==> config.mk <==
export PLATFORM = sky130hd
export DESIGN_NAME = aes_subbytes_iter
export DESIGN_NICKNAME = d
export VERILOG_FILES = /design/src/rtl/aes_subbytes_iter_pkg.sv /design/src/rtl/aes_subbytes_iter_sbox.sv /design/src/rtl/aes_subbytes_iter.sv
export SDC_FILE = /design/constraint.sdc
export NUM_CORES = 1
export LEC_CHECK = 0
export CORE_ASPECT_RATIO = 1.75
export CORE_MARGIN = 4
export CORE_UTILIZATION = 30
export CTS_CLUSTER_SIZE = 8
export DETAILED_ROUTE_END_ITERATION = 16
export HOLD_SLACK_MARGIN = 0.02
export PLACE_DENSITY_LB_ADDON = 0.2
export SLEW_MARGIN = 15
export SYNTH_ARGS = -nofsm -noshare
export SYNTH_HDL_FRONTEND = slang
export SYNTH_SLANG_ARGS = --single-unit
==> constraint.sdc <==
create_clock -name clk -period 5.65 [get_ports clk]
set_clock_uncertainty 0.2 [all_clocks]
set_input_delay 1.13 -clock clk [delete_from_list [all_inputs] [get_ports clk]]
set_output_delay 1.13 -clock clk [all_outputs]
set_load 0.005 [all_outputs]
==> src/rtl/aes_subbytes_iter_pkg.sv <==
// Shared AES definitions: state geometry, SubBytes FSM encodings and the forward S-box.
// The S-box table is also the source for the key-expansion SubWord logic.
package aes_subbytes_iter_pkg;

  localparam int unsigned NUM_BYTES = 16;
  localparam int unsigned BYTE_W    = 8;
  localparam int unsigned STATE_W   = NUM_BYTES * BYTE_W;
  localparam int unsigned ST_W      = 2;

  localparam logic [ST_W-1:0] ST_IDLE = 2'd0;
  localparam logic [ST_W-1:0] ST_SUB  = 2'd1;
  localparam logic [ST_W-1:0] ST_DONE = 2'd2;

  // Column-major AES state viewed as 16 bytes; element i is state[8*i+7:8*i].
  typedef logic [NUM_BYTES-1:0][BYTE_W-1:0] aes_state_t;

  // Byte index of (row, col) in the column-major state: row + 4*col.
  function automatic logic [3:0] byte_idx(input logic [1:0] row, input logic [1:0] col);
    return {col, row};
  endfunction

  localparam logic [BYTE_W-1:0] SBOX [256] = '{
    8'h63, 8'h7c, 8'h77, 8'h7b, 8'hf2, 8'h6b, 8'h6f, 8'hc5, 8'h30, 8'h01, 8'h67, 8'h2b, 8'hfe, 8'hd7, 8'hab, 8'h76,
    8'hca, 8'h82, 8'hc9, 8'h7d, 8'hfa, 8'h59, 8'h47, 8'hf0, 8'had, 8'hd4, 8'ha2, 8'haf, 8'h9c, 8'ha4, 8'h72, 8'hc0,
    8'hb7, 8'hfd, 8'h93, 8'h26, 8'h36, 8'h3f, 8'hf7, 8'hcc, 8'h34, 8'ha5, 8'he5, 8'hf1, 8'h71, 8'hd8, 8'h31, 8'h15,
    8'h04, 8'hc7, 8'h23, 8'hc3, 8'h18, 8'h96, 8'h05, 8'h9a, 8'h07, 8'h12, 8'h80, 8'he2, 8'heb, 8'h27, 8'hb2, 8'h75,
    8'h09, 8'h83, 8'h2c, 8'h1a, 8'h1b, 8'h6e, 8'h5a, 8'ha0, 8'h52, 8'h3b, 8'hd6, 8'hb3, 8'h29, 8'he3, 8'h2f, 8'h84,
    8'h53, 8'hd1, 8'h00, 8'hed, 8'h20, 8'hfc, 8'hb1, 8'h5b, 8'h6a, 8'hcb, 8'hbe, 8'h39, 8'h4a, 8'h4c, 8'h58, 8'hcf,
    8'hd0, 8'hef, 8'haa, 8'hfb, 8'h43, 8'h4d, 8'h33, 8'h85, 8'h45, 8'hf9, 8'h02, 8'h7f, 8'h50, 8'h3c, 8'h9f, 8'ha8,
    8'h51, 8'ha3, 8'h40, 8'h8f, 8'h92, 8'h9d, 8'h38, 8'hf5, 8'hbc, 8'hb6, 8'hda, 8'h21, 8'h10, 8'hff, 8'hf3, 8'hd2,
    8'hcd, 8'h0c, 8'h13, 8'hec, 8'h5f, 8'h97, 8'h44, 8'h17, 8'hc4, 8'ha7, 8'h7e, 8'h3d, 8'h64, 8'h5d, 8'h19, 8'h73,
    8'h60, 8'h81, 8'h4f, 8'hdc, 8'h22, 8'h2a, 8'h90, 8'h88, 8'h46, 8'hee, 8'hb8, 8'h14, 8'hde, 8'h5e, 8'h0b, 8'hdb,
    8'he0, 8'h32, 8'h3a, 8'h0a, 8'h49, 8'h06, 8'h24, 8'h5c, 8'hc2, 8'hd3, 8'hac, 8'h62, 8'h91, 8'h95, 8'he4, 8'h79,
    8'he7, 8'hc8, 8'h37, 8'h6d, 8'h8d, 8'hd5, 8'h4e, 8'ha9, 8'h6c, 8'h56, 8'hf4, 8'hea, 8'h65, 8'h7a, 8'hae, 8'h08,
    8'hba, 8'h78, 8'h25, 8'h2e, 8'h1c, 8'ha6, 8'hb4, 8'hc6, 8'he8, 8'hdd, 8'h74, 8'h1f, 8'h4b, 8'hbd, 8'h8b, 8'h8a,
    8'h70, 8'h3e, 8'hb5, 8'h66, 8'h48, 8'h03, 8'hf6, 8'h0e, 8'h61, 8'h35, 8'h57, 8'hb9, 8'h86, 8'hc1, 8'h1d, 8'h9e,
    8'he1, 8'hf8, 8'h98, 8'h11, 8'h69, 8'hd9, 8'h8e, 8'h94, 8'h9b, 8'h1e, 8'h87, 8'he9, 8'hce, 8'h55, 8'h28, 8'hdf,
    8'h8c, 8'ha1, 8'h89, 8'h0d, 8'hbf, 8'he6, 8'h42, 8'h68, 8'h41, 8'h99, 8'h2d, 8'h0f, 8'hb0, 8'h54, 8'hbb, 8'h16
  };

endpackage

==> src/rtl/aes_subbytes_iter_sbox.sv <==
// Combinational forward AES S-box lookup, one byte in, one byte out.
module aes_sbox
  import aes_subbytes_iter_pkg::*;
(
  input  logic [BYTE_W-1:0] x,
  output logic [BYTE_W-1:0] y_c
);

  assign y_c = SBOX[x];

endmodule

==> src/rtl/aes_subbytes_iter.sv <==
// Iterative AES SubBytes: substitutes LANES bytes per cycle through shared S-boxes,
// with valid/ready on both sides and a registered output state.
module aes_subbytes_iter
  import aes_subbytes_iter_pkg::*;
#(
  parameter int unsigned LANES = 4
) (
  input  logic               clk,
  input  logic               rst_n,
  input  logic               in_valid,
  output logic               in_ready,
  input  logic [STATE_W-1:0] state_in,
  output logic               out_valid,
  input  logic               out_ready,
  output logic [STATE_W-1:0] state_out,
  output logic               busy
);

  localparam int unsigned NCYC     = NUM_BYTES / LANES;
  localparam int unsigned CNT_W    = (NCYC > 1) ? $clog2(NCYC) : 1;
  localparam logic [CNT_W-1:0] CNT_LAST = CNT_W'(NCYC - 1);

  if (!(LANES == 1 || LANES == 2 || LANES == 4 || LANES == 8 || LANES == 16)) begin : g_lanes_chk
    $error("aes_subbytes_iter: LANES must be 1, 2, 4, 8 or 16");
  end

  logic [ST_W-1:0]    state_q, state_d;
  logic [CNT_W-1:0]   cnt_q, cnt_d;
  aes_state_t         blk_q, blk_d, blk_sub;
  logic [STATE_W-1:0] out_q, out_d;
  logic               out_valid_q, out_valid_d;
  logic               busy_q, busy_d;
  logic [3:0]         lane_base;
  logic [BYTE_W-1:0]  lane_in  [LANES];
  logic [BYTE_W-1:0]  lane_out [LANES];

  // Lane j works on byte LANES*cnt + j; lane groups never overlap.
  always_comb begin : p_lane_sel
    lane_base = 4'(LANES * 32'(cnt_q));
    for (int unsigned j = 0; j < LANES; j++) begin
      lane_in[j] = blk_q[lane_base + 4'(j)];
    end
  end

  for (genvar j = 0; j < LANES; j++) begin : g_lane
    aes_sbox u_sbox (
      .x   (lane_in[j]),
      .y_c (lane_out[j])
    );
  end

  // Working state with the current lane group replaced in place.
  always_comb begin : p_lane_merge
    blk_sub = blk_q;
    for (int unsigned j = 0; j < LANES; j++) begin
      blk_sub[lane_base + 4'(j)] = lane_out[j];
    end
  end

  always_comb begin : p_fsm
    state_d     = state_q;
    cnt_d       = cnt_q;
    blk_d       = blk_q;
    out_d       = out_q;
    out_valid_d = out_valid_q;
    in_ready    = 1'b0;
    case (state_q)
      ST_IDLE: begin
        in_ready = 1'b1;
        if (in_valid) begin
          blk_d   = state_in;
          cnt_d   = '0;
          state_d = ST_SUB;
        end
      end
      ST_SUB: begin
        blk_d = blk_sub;
        if (cnt_q == CNT_LAST) begin
          cnt_d       = '0;
          out_d       = blk_sub;
          out_valid_d = 1'b1;
          state_d     = ST_DONE;
        end else begin
          cnt_d = cnt_q + CNT_W'(1);
        end
      end
      ST_DONE: begin
        // Ready passes straight through so a new block can load on the output handshake.
        in_ready = out_ready;
        if (out_ready) begin
          out_valid_d = 1'b0;
          if (in_valid) begin
            blk_d   = state_in;
            cnt_d   = '0;
            state_d = ST_SUB;
          end else begin
            state_d = ST_IDLE;
          end
        end
      end
      default: state_d = ST_IDLE;
    endcase
    busy_d = (state_d == ST_SUB);
  end

  always_ff @(posedge clk) begin : p_regs
    if (!rst_n) begin
      state_q     <= ST_IDLE;
      cnt_q       <= '0;
      blk_q       <= '0;
      out_q       <= '0;
      out_valid_q <= 1'b0;
      busy_q      <= 1'b0;
    end else begin
      state_q     <= state_d;
      cnt_q       <= cnt_d;
      blk_q       <= blk_d;
      out_q       <= out_d;
      out_valid_q <= out_valid_d;
      busy_q      <= busy_d;
    end
  end

  assign state_out = out_q;
  assign out_valid = out_valid_q;
  assign busy      = busy_q;

endmodule
* After elaboration in Yosys (flattened, before gate mapping)
Memory sizes are Yosys's and may differ from the RTL's.
Cells that the tools add are included.
** Operators by class
- Magnitude comparators :: 12
- Muxes and demuxes :: 44
- Bitwise operators :: 4
- Add/subtract/negate cells :: 4
- Reductions and logical operators :: 10
- Equality and inequality tests :: 6
** Operator list (count)
- 128-bit bitwise mux :: 4
- 128-bit case mux with 3 select lines :: 1
- 128-bit two-way mux :: 2
- 8-bit two-way mux :: 16
- 8-bit binary-select mux with 4-bit select :: 3
- 8-bit demux with 4-bit select :: 3
- 9-bit greater-or-equal comparator (second input constant) :: 4
- 8-bit NOT with 9-bit output :: 4
- 4-bit by 5-bit less-than comparator with 1-bit output (second input constant) :: 4
- 8-bit binary-select mux with 2-bit select :: 1
- 8-bit demux with 2-bit select :: 1
- 4-bit by 1-bit greater-or-equal comparator with 1-bit output (second input constant) :: 4
- 2-bit two-way mux :: 6
- 2-bit case mux with 3 select lines :: 2
- 4-bit by 2-bit adder with 4-bit output (second input constant) :: 2
- 4-bit by 1-bit adder with 4-bit output (second input constant) :: 1
- 2-bit by 1-bit == test with 1-bit output (second input constant) :: 2
- 2-bit == test (second input constant) :: 2
- 1-bit logical AND :: 4
- 2-bit != test (second input constant) :: 2
- 1-bit case mux with 2 select lines :: 2
- 2-bit AND reduction :: 2
- 1-bit two-way mux :: 3
- 3-bit AND reduction :: 1
- 4 further kinds :: 4
** Storage, ports and cells
- Bits in read-only memories :: 8192
- Memories kept :: 4
- Word-level logic and storage cells :: 105
- Output and inout bits :: 131
- Input bits :: 132
- Flip-flop bits (word level) :: 262
** Memory list
- (no name shown) :: words 256, bits a word 8, rd ports 1, clocked after memory_dff 0, wr ports 0, line aes_subbytes_iter_sbox.sv:9 : assign y_c = SBOX[x];
- (no name shown) :: words 256, bits a word 8, rd ports 1, clocked after memory_dff 0, wr ports 0, line aes_subbytes_iter_sbox.sv:9
- (no name shown) :: words 256, bits a word 8, rd ports 1, clocked after memory_dff 0, wr ports 0, line aes_subbytes_iter_sbox.sv:9
- (no name shown) :: words 256, bits a word 8, rd ports 1, clocked after memory_dff 0, wr ports 0, line aes_subbytes_iter_sbox.sv:9

* Depth between registers and ports, before layout
- Word-level depth :: 11
- Mapped depth :: 19
- Depth with buffers taken out :: 12

* By module
From an unflattened synthesis, not the netlist that was laid out.
** Unflattened totals
- Cells, all modules :: 3333
- Area, all modules :: 25020.2 um^2
** By module, submodules not included
- aes_subbytes_iter :: times used 1, seq. area each 5245.0 um^2, cells an instance 1239, area an instance 12024.0 um^2
- aes_sbox at g_lane[2].u_sbox ... :: times used 2, seq. area each 0.0 um^2, cells an instance 507, area an instance 3179.3 um^2
- aes_sbox at g_lane[0].u_sbox :: times used 1, seq. area each 0.0 um^2, cells an instance 570, area an instance 3534.6 um^2
- aes_sbox at g_lane[1].u_sbox :: times used 1, seq. area each 0.0 um^2, cells an instance 510, area an instance 3103.0 um^2

* Least setup slack after synthesis
No wires, ideal clock.
- Path type :: flip-flop to flip-flop
- Start point :: register cnt_q[0]
- End point :: register out_q[7], in the netlist state_out[7]
- Path slack :: 1.200 ns
- Arrival :: 4.110 ns
- Period minus slack after synthesis :: 4.450 ns
- Stages on the path, launching flop included :: 17
- Required time :: 5.310 ns
- Library setup time :: 0.140 ns
- Path buffers :: 6
- Cell sequence :: dfxtp_1 buf_6 buf_12 buf_12 mux4_2 clkbuf_1 clkbuf_1 inv_1 ha_1 clkbuf_1 inv_1 o21ai_0 a2111oi_0 a2111oi_0 nor3_1 nor3_2 o221ai_1
** Between the ends
- Word-level cells in the longest chain between the ends :: 10
- Elaborated cells between the ends (all ways) :: 53
- Classes of those cells :: add/sub (3); order compare (8); eq/ne (1); mux (28); bitwise (4); reduce/logical (5); memory (4)
** Ends and longest elaborated chain
- start, declared :: line aes_subbytes_iter.sv:28 : logic [CNT_W-1:0] cnt_q, cnt_d;
- start signal, assigned :: line aes_subbytes_iter.sv:116 : cnt_q <= cnt_d;
- 4-bit by 1-bit adder with 4-bit output or 8-bit binary-select mux with 2-bit select (tied branches) :: line aes_subbytes_iter.sv:41, aes_subbytes_iter.sv:56
- 8-bit binary-select mux with 4-bit select or 8-bit two-way mux (tied branches) :: line aes_subbytes_iter.sv:41 : lane_in[j] = blk_q[lane_base + 4'(j)];
- 8-bit two-way mux (not written as such) or 8-bit NOT with 9-bit output (tied branches) :: line aes_subbytes_iter.sv:41, aes_subbytes_iter_sbox.sv:9
- 8-bit NOT with 9-bit output (not written as such) or memory 256 x 8 bit (tied branches)
- memory 256 x 8 bit or 8-bit two-way mux (tied branches)
- 8-bit two-way mux (not written as such) :: line aes_subbytes_iter_sbox.sv:9
- 8-bit two-way mux (not written as such) or 128-bit bitwise mux (tied branches) :: line aes_subbytes_iter_sbox.sv:9, aes_subbytes_iter.sv:56
- 128-bit bitwise mux (3 in a row) :: line aes_subbytes_iter.sv:56 : blk_sub[lane_base + 4'(j)] = lane_out[j];
- end signal, assigned :: line aes_subbytes_iter.sv:118 : out_q <= out_d;
- end, declared :: line aes_subbytes_iter.sv:30 : logic [STATE_W-1:0] out_q, out_d;
Parallel ways exist; a longest one is shown, timed or not. The select of a mux whose other input is x is not followed.
A chain may end at the register's enable or synchronous reset.

* Final worst setup path
- Start point :: register cnt_q[0]
- End point :: register out_q[75], in the netlist state_out[75]
The elaborated chain is that of the path after synthesis.

==> impl_metrics.tcl <==
set metrics [dict create \
    cts.clk_slew.worst_paths_ns 0.05 \
    yosysTopAreaCellShare 0.204 \
    slowest_stage "a32oi_1" \
    async_flop_share 0 \
    ys.flop_type "dfxtp_1" \
    area_delta_synth_final_pct 20.6 \
    cellLeakagePower_nw 10.6 \
    synth_cell_types 99 \
    drive_gt1_frac 0.123 \
    slowest_delay_ns 0.79 \
    first_pass_iters 7 \
    rows 141 \
    fin_tns_setup_ns 0 \
    p_clk_frac 0.202 \
    cap_violations 0 \
    fp.dieW_um 229 \
    worst-path-buf-inv 2 \
    grt_pass1_vias 31600 \
    fin_nets 3781 \
    ir_worst_vdd_mv 0.199 \
    die_y_um 396 \
    start_util 0.303 \
    hold_buffers 0 \
    clk_latency_ns 0.57 \
    ant_nets 0 \
    cts_tree "built" \
    pwr-share-comb 0.614 \
    synth_fp_nets 3660 \
    startpoint_type "register" \
    dp_hpwl_um 128000 \
    p_per_area_nw_per_um2 370 \
    grt_pass1_wl_um 245000 \
    p_sw_w 0.00596 \
    routed_wl_um 175000 \
    grt_max_degree 89 \
    yosys_warnings 0 \
    synth_area_leaders "dfxtp_1, a21oi_1, o21ai_0" \
    worst_slack_ns 0.573 \
    io_buffers 262 \
    fin_crit_ns 5.08 \
    avgViaCountPerCell 6.89 \
    status "finished clean" \
    routabilityCongestion 1.06 \
    postCtsResizedCells 0 \
    p_sw_frac 0.519 \
    grt_usage 0.364 \
    cts-root-buf "clkbuf_16" \
    htree_levels 2 \
    critPathMostFrequentCell "inv_1" \
    cp_cell_sequence "mux4_2, inv_1, ha_1, inv_1, a32oi_1, a31oi_1, o221ai_1, and4_1, a21o_1, a21oi_1" \
    path_delay_family "compound AO/OA/AOI/OAI gates" \
    drt_iter0_markers 4526 \
    finalCritPeriodShare 0.899 \
    place_ws_ns 0.694 \
    synth_seq_cells 262 \
    antenna_found_initial 9 \
    ys_seq_area_frac 0.204 \
    rsz0062_at_grt "no" \
    power.internal_w 0.00552 \
    core_sq_um 84900 \
    tightestPinTransition_ns 1.09 \
    die_area_sq_um 90800 \
    finalSetupViolCount 0 \
    cts.path.max_buffers 3 \
    hold_class "reg -> reg" \
    sequentialPowerShare 0.184 \
    fill_cells 8972 \
    cp_data_required_time_ns 5.88 \
    drc 0 \
    vias 32700 \
    fmax_mhz 197 \
    crit_type "reg -> reg" \
    synth_cells 3468 \
    syn_area_per_cell_sq_um 7.43 \
    cp-end-kind "register" \
    slew-limit-headroom 0.263 \
    maxSlewViolCount 0 \
    synth-edff-count 0 \
    wire_per_inst_um 36.9 \
    cp_max_fo 23 \
    cts_made_buffers 40 \
    io_pins 263 \
    synth_area_sq_um 25800 \
    cp_data_arrival_time_ns 5.30 \
    overflow 0 \
    yosysTopAreaCell "dfxtp_1" \
    postCtsSetupBuffers 0 \
    hold_violations 0 \
    clock_sinks 262 \
]
## through the flow
stage / instances / instance area, sq um / util / total power [W] / hold slack [ns]
after global placement: 4691 / 29900 / 0.352 / 0.00899 / 0.246
after detailed placement: 4691 / 29900 / 0.352 / 0.00884 / 0.246
after CTS: 4742 / 31100 / 0.366 / 0.0112 / 0.253
after floorplan: 3468 / 25800 / - / 0.00590 / 0.248
after global routing: 4742 / 31100 / 0.366 / 0.0117 / 0.285
final: 4744 / 31100 / 0.366 / 0.0115 / 0.252
## synth_stat cells, types with 14 or more instances
cell,n
or2_2,28
nand3_1,150
buf_6,14
a211o_1,18
mux2i_1,109
mux4_2,33
a32oi_1,17
or3_1,16
ha_1,60
nor2_1,218
o22ai_1,51
a21oi_1,329
and3_1,47
a31oi_1,65
inv_1,50
o311ai_0,41
o221ai_1,154
a2111oi_0,19
nand3b_1,15
buf_1,24
a21o_1,24
o211ai_1,73
nand2_1,213
nand4_1,15
nor4_1,16
buf_2,92
o21ai_0,275
a311o_1,14
and2_1,38
nand2b_1,65
a221o_1,14
clkbuf_1,279
a211oi_1,53
a22oi_1,43
nor3_1,77
o2111ai_1,21
a221oi_1,35
mux2_2,37
a41oi_1,15
a311oi_1,37
buf_4,14
nor2b_1,44
o21a_1,14
o31ai_1,20
dfxtp_1,262
## registers in the layout, summed over array words and instances (netlist names)
register   flops
blk_q        128
busy           1
cnt_q          2
out_valid      1
state_out    128
state_q        2
## logic make-up after synthesis
logic type,Yosys count,synth area share
AO/OA/AOI/OAI,1459,0.391
XOR/XNOR,15,0.00539
adder cells (fa/ha/maj),60,0.0292
buffers and inverters,481,0.0833
flip-flops,262,0.204
multiplexers,179,0.0874
AND/OR/NAND/NOR,1012,0.200
## layout by cell type, fill, tap and decap left out, types with 16 or more instances in the layout
master | netlist | final
or3_1 | 16 | 16
o31ai_1 | 20 | 20
nor3_1 | 77 | 77
clkbuf_16 | 0 | 42
nor2b_1 | 44 | 43
o221ai_1 | 154 | 154
o22ai_1 | 51 | 51
o21ai_0 | 275 | 275
a21o_1 | 24 | 24
o211ai_1 | 73 | 73
clkdlybuf4s50_1 | 0 | 261
nor2_1 | 218 | 214
inv_1 | 50 | 46
buf_4 | 14 | 233
nor4_1 | 16 | 16
or2_2 | 28 | 28
mux2i_1 | 109 | 109
mux2_2 | 37 | 37
a2111oi_0 | 19 | 19
a311oi_1 | 37 | 37
o2111ai_1 | 21 | 21
a31oi_1 | 65 | 65
a32oi_1 | 17 | 17
a211oi_1 | 53 | 53
o311ai_0 | 41 | 41
a21oi_1 | 329 | 327
nand3_1 | 150 | 150
and3_1 | 47 | 47
nand2_1 | 213 | 211
mux4_2 | 33 | 30
a221oi_1 | 35 | 35
nand2b_1 | 65 | 64
a211o_1 | 18 | 18
and2_1 | 38 | 36
ha_1 | 60 | 59
a22oi_1 | 43 | 43
dfxtp_1 | 262 | 260
## power groups by stage
stage	Combinational, W	Sequential [W]	Clock [W]
after floorplan	0.00384	0.00206	0
after global placement	0.00684	0.00215	0
after detailed placement	0.00669	0.00215	0
after CTS	0.00672	0.00211	0.00234
after global routing	0.00721	0.00212	0.00242
final	0.00705	0.00212	0.00232
## routing by layer
| layer | GRT usage | share of wire | up-vias |
|---|---|---|---|
| met4 | 0.250 | 0.088 | 8 |
| met3 | 0.0617 | 0.079 | 676 |
| met2 | 0.617 | 0.48 | 2289 |
| li1 | - | - | 13800 |
| met1 | 0.416 | 0.36 | 16000 |
| met5 | 0 | 0.00028 | - |
## area by class of cell
| class | instances | area [sq um] | share of cell area |
|---|---|---|---|
| clock inverter | 3 | 55.1 | 0.00177 |
| sequential | 262 | 5250 | 0.169 |
| tap | 1144 | 1430 | 0.0461 |
| inverter | 53 | 200 | 0.00644 |
| antenna | 2 | 5.00 | 0.000161 |
| multi-input combinational | 2725 | 18400 | 0.593 |
| timing repair buffer | 507 | 4620 | 0.149 |
| clock buffer | 48 | 1090 | 0.0352 |
## worst paths after layout
kind                       from             to  slack [ns]  cells after the start
setup / recovery       cnt_q[0]  state_out[75]        0.57                     10
hold / removal    state_out[68]  state_out[68]        0.25                      2
setup reg to reg       cnt_q[0]  state_out[75]        0.57                     10
hold reg to reg   state_out[68]  state_out[68]        0.25                      2
## worst register-to-register path, cell delays in order, from the launching register on
cell and delay [ns]:
dfxtp_4 0.67, mux4_2 0.73, inv_1 0.24, ha_1 0.69, inv_1 0.43, a32oi_1 0.79, a31oi_1 0.19, o221ai_1 0.22
and4_1 0.50, a21o_1 0.22, a21oi_1 0.06
Power figures use the tool's default switching activity.
